[src/rtl/ssd_scan_ctrl.sv]
// Four-digit multiplexed seven-segment scan controller with
// frame-synchronised value updates, per-digit blink and leading-zero blanking.
module ssd_scan_ctrl #(
    parameter int SCAN_DIV     = 100000,
    parameter int BLINK_FRAMES = 64
) (
    input  logic        clk,
    input  logic        rst_n,
    input  logic        enable,
    input  logic        load,
    input  logic [15:0] value_in,
    input  logic [3:0]  blink_in,
    input  logic        lz_blank_en,
    output logic [3:0]  ssd_ctl,
    output logic [3:0]  bcd_out,
    output logic [1:0]  digit_idx,
    output logic        frame_tick,
    output logic        upd_pending
);

    localparam int CW = (SCAN_DIV > 2) ? $clog2(SCAN_DIV) : 1;
    localparam int BW = $clog2(BLINK_FRAMES + 1);
    localparam logic [CW-1:0] CNT_LAST = CW'(SCAN_DIV - 1);
    localparam logic [BW-1:0] BLK_LAST = BW'(BLINK_FRAMES - 1);

    logic [CW-1:0] cnt_q, cnt_d;
    logic [1:0]    dig_q, dig_d;
    logic [BW-1:0] blk_cnt_q, blk_cnt_d;
    logic          phase_q, phase_d;
    logic [15:0]   act_val_q, act_val_d;
    logic [3:0]    act_mask_q, act_mask_d;
    logic [15:0]   pend_val_q, pend_val_d;
    logic [3:0]    pend_mask_q, pend_mask_d;
    logic          upd_q, upd_d;

    logic term;
    logic boundary;

    assign term     = (cnt_q == CNT_LAST);
    assign boundary = enable && term && (dig_q == 2'd3);

    always_comb begin
        cnt_d       = cnt_q;
        dig_d       = dig_q;
        blk_cnt_d   = blk_cnt_q;
        phase_d     = phase_q;
        act_val_d   = act_val_q;
        act_mask_d  = act_mask_q;
        pend_val_d  = pend_val_q;
        pend_mask_d = pend_mask_q;
        upd_d       = upd_q;
        if (!enable) begin
            cnt_d = '0;
            dig_d = 2'd0;
            upd_d = 1'b0;
            if (load) begin
                act_val_d  = value_in;
                act_mask_d = blink_in;
            end else if (upd_q) begin
                act_val_d  = pend_val_q;
                act_mask_d = pend_mask_q;
            end
        end else begin
            if (term) begin
                cnt_d = '0;
                dig_d = dig_q + 2'd1;
            end else begin
                cnt_d = cnt_q + CW'(1);
            end
            // A load on the boundary bypasses the pending stage entirely
            if (load && boundary) begin
                act_val_d  = value_in;
                act_mask_d = blink_in;
                upd_d      = 1'b0;
            end else if (load) begin
                pend_val_d  = value_in;
                pend_mask_d = blink_in;
                upd_d       = 1'b1;
            end else if (boundary && upd_q) begin
                act_val_d  = pend_val_q;
                act_mask_d = pend_mask_q;
                upd_d      = 1'b0;
            end
            if (boundary) begin
                if (blk_cnt_q == BLK_LAST) begin
                    blk_cnt_d = '0;
                    phase_d   = ~phase_q;
                end else begin
                    blk_cnt_d = blk_cnt_q + BW'(1);
                end
            end
        end
    end

    always_ff @(posedge clk) begin
        if (!rst_n) begin
            cnt_q       <= '0;
            dig_q       <= 2'd0;
            blk_cnt_q   <= '0;
            phase_q     <= 1'b0;
            act_val_q   <= 16'h0000;
            act_mask_q  <= 4'b0000;
            pend_val_q  <= 16'h0000;
            pend_mask_q <= 4'b0000;
            upd_q       <= 1'b0;
        end else begin
            cnt_q       <= cnt_d;
            dig_q       <= dig_d;
            blk_cnt_q   <= blk_cnt_d;
            phase_q     <= phase_d;
            act_val_q   <= act_val_d;
            act_mask_q  <= act_mask_d;
            pend_val_q  <= pend_val_d;
            pend_mask_q <= pend_mask_d;
            upd_q       <= upd_d;
        end
    end

    logic [15:0] upper;
    logic [3:0]  nib;

    assign upper = act_val_q >> {dig_q, 2'b00};
    assign nib   = upper[3:0];

    always_comb begin
        bcd_out = nib;
        if (!enable) begin
            bcd_out = 4'hF;
        end else if (phase_q && act_mask_q[dig_q]) begin
            bcd_out = 4'hF;
        end else if (lz_blank_en && (dig_q != 2'd0) && (upper == 16'h0000)) begin
            bcd_out = 4'hF;
        end
    end

    assign ssd_ctl     = enable ? ~(4'b0001 << dig_q) : 4'b1111;
    assign digit_idx   = dig_q;
    assign frame_tick  = boundary;
    assign upd_pending = upd_q;

endmodule
[config.mk]
export PLATFORM = sky130hd
export DESIGN_NAME = ssd_scan_ctrl
export DESIGN_NICKNAME = d
export VERILOG_FILES = /design/src/rtl/ssd_scan_ctrl.sv
export SDC_FILE = /design/constraint.sdc
export NUM_CORES = 1
export LEC_CHECK = 0
export CAP_MARGIN = 20
export CORE_UTILIZATION = 50
export DETAILED_ROUTE_END_ITERATION = 6
export MAX_ROUTING_LAYER = met4
export PLACE_DENSITY_LB_ADDON = 0.25
export SYNTH_ARGS = -nofsm -noshare
export SYNTH_HDL_FRONTEND = slang
export SYNTH_SLANG_ARGS = --single-unit
export TNS_END_PERCENT = 1
[constraint.sdc]
create_clock -name clk -period 5.9 [get_ports clk]
set_input_delay 1.77 -clock clk [delete_from_list [all_inputs] [get_ports clk]]
set_output_delay 1.77 -clock clk [all_outputs]
set_load 0.05 [all_outputs]
==> run summary <==
Worst path max stage delay = 0.83 ns
Final period util = 89.8%
# diodes = 0
Detailed placer's ending HPWL = 4.97 mm
Hold Path Class = reg2reg
Cells after Synth = 332
Crit path kind = in2out
Die ar. = 6930 µm²
Gr usage total = 23.1%
Mapped Area = 3300 µm²
CTS sink cnt = 68
Hold_buf cts = 0
Post-synth EDFFs = 0
Synth cell types = 49
Compound-gate portion of the synthesized area = 25.6%
IO buf count = 36
Die Y = 83.3 µm
Fin crit period = 5.30 ns
Die Span X = 83.3 µm
Vias/cell = 5.97
Seq/Total Area, Yosys = 41.2%
Actual slew at the worst max-slew pin = 1.01 ns
CP startpoint = enable
CTS max path bufs = 2
CTS H-tree lvls = 3
Global-route wire length before repair = 12.4 mm
Setup_tns = 0 ns
Post-synthesis register bit count = 68
Critical path, cell by cell = clkdlybuf4s50_1, nand2_1, clkdlybuf4s50_1
Hold Violations, Final = 0
Final Max Tran Viols = 0
Post-synth ARST share = 0%
DR pass1 iterations = 4
Initial antenna violation count = 0
Crit path launch type = primary input
Crit path top cell by count = clkdlybuf4s50_1
Clock Skews = 0.0159 ns
Post-CTS setup buffer count = 0
Slew headroom = 32.9%
CTS clk-pin slew, worst paths = 0.07 ns
Most frequent cells in the layout = dfxtp_1 (68), clkdlybuf4s50_1 (31), a2bb2oi_1 (30)
Power Dens Cells = 268 nW/µm²
Launching point of the worst reg2reg path = digit_idx[1]
CP arrival = 3.53 ns
Largest net degree at the start of global routing = 22
Crit. End Element = output pin
Final Non-Filler Cells = 443
Root buf cell = clkbuf_8
CTS tree = yes
Flop-to-flop setup slack = 3.53 ns
Placed Instances = 427
Reg2Reg Depth = 4
Simple-Gate Fraction of Synth Area = 18.5%
CP Capture Point = ssd_ctl[3]
Critical path peak fanout = 12
Worst-Skew Late Latency = 0.36 ns
Adder-Cell Fraction of Synth Area = 2.27%
NumNets Final = 392
Final setup vio count = 0
Largest family of logic cells by synthesized area = compound AO/OA/AOI/OAI gates
Initial DRC Count = 126
Initial Util = 52.0%
Syn Nets = 363
Final WL = 7.25 mm
Worst EP required = 4.13 ns
Total power = 1.03 mW
Mapped Avg Cell Area = 9.95 µm²
Peak supply drop = 266 µV
Share of layout cells above drive strength 1 = 12.8%
Ports = 37
GRT overflow = 0
Predominant post-synthesis flop cell = dfxtp_1
DR vias = 2,645
Max Cap Viol = 0
PostCTS Resize Cnt = 0
RSZ-0062 raised after global routing = no
Reg2reg end = act_mask_q[2]
Fin util = 60.6%
RD Place Congestion = 0.894
Core Region = 6350 µm²
Status = complete, no violations
Routed Antenna Nets = 0
Commonest non-fill, non-tap cell in the layout = dfxtp_1
Wire per inst = 16.4 µm
Vias in the first global route = 2,534
Fmax = 189 MHz
Final hold slack = 0.472 ns
XOR/XNOR share of the synthesized area = 3.71%
Mux contribution to synthesized area = 4.24%
Leak Pwr = 1.38 nW
Inserted Clock Buffers = 9
Slowest cell on crit path = clkdlybuf4s50_1
Synth warn = 0
Area Growth Syn to Fin = 16.6%
DRC viols = 0
Rows = 29
==> flip-flops by register name, indices dropped and copies added (netlist names) <==
register,flops
cnt_q,17
blk_cnt_q,7
act_mask_q,4
act_val_q,16
pend_mask_q,4
upd_pending,1
digit_idx,2
phase_q,1
pend_val_q,16
==> Yosys cell counts, drive strengths merged, types with 5 or more instances <==
master,n,area share (%)
nor4,8,2.0
o21bai,20,4.5
mux2i,5,1.5
xnor2,8,2.1
a21oi,5,0.76
nand2,26,3.0
buf,10,2.5
dfxtp,68,41
nand4,9,2.3
ha,6,2.3
inv,6,0.68
o21ai,24,3.6
nor3,9,1.5
clkbuf,11,1.3
a2bb2oi,40,13
nand3,11,1.8
nor2,22,2.5
xor2,6,1.6
==> final cells by class <==
class	count	area, µm²
Clock buffer	9	124
Fill cell	539	2500
Tap cell	77	96.3
Timing Repair Buffer	39	370
Clock inverter	7	81.3
Sequential cell	68	1360
Multi-Input combinational cell	237	1790
Inverter	6	22.5
==> through the flow <==
stage | cell area, µm² | setup slack (ns)
final | 3850 | 0.602
after global routing | 3850 | 0.526
after CTS | 3850 | 0.616
after detailed placement | 3640 | 0.635
after global placement | 3640 | 0.635
after floorplan | 3300 | 0.480
==> how the worst min path moves through the flow <==
stage	startpoint	end	slack (ns)	cells past startpoint
6_report	cnt_q[0]	cnt_q[0]	0.47	1
5_1_grt	blk_cnt_q[6]	blk_cnt_q[6]	0.49	1
4_1_cts	cnt_q[0]	cnt_q[0]	0.47	1
3_5_place_dp	cnt_q[0]	cnt_q[0]	0.45	1
3_3_place_gp	cnt_q[0]	cnt_q[0]	0.44	1
2_1_floorplan	cnt_q[0]	cnt_q[0]	0.43	1
==> layer usage <==
layer  part of all wire (%)  wire [µm]  up-vias  GRT usage, %
li1                       -          -     1315             -
met1                     50       3650     1264          31.5
met2                     44       3170       58          33.4
met3                    4.6        335        8          3.98
met4                    1.3         91        0          10.8
met5                      0          0        -             -
==> cell families (layout without fill, tap and decap cells) <==
| logic type | after synthesis | after routing |
|---|---|---|
| compound gates | 103 | 103 |
| xor+xnor | 14 | 14 |
| fa+ha+maj | 6 | 6 |
| buf+inv | 27 | 61 |
| flops | 68 | 68 |
| mux | 9 | 9 |
| simple gates | 105 | 105 |
==> critical path, delay by kind of cell <==
kind | cells | cell delay [ns]
buf+inv | 2 | 1.52
simple gates | 1 | 0.24
==> report_power, final <==
group,total (mW),switching [mW],internal [mW]
clock network,0.400,0.199,0.201
registers,0.507,0.0203,0.487
logic,0.124,0.0580,0.0664
total,1.03,0.277,0.754
Power figures use the tool's default switching activity.
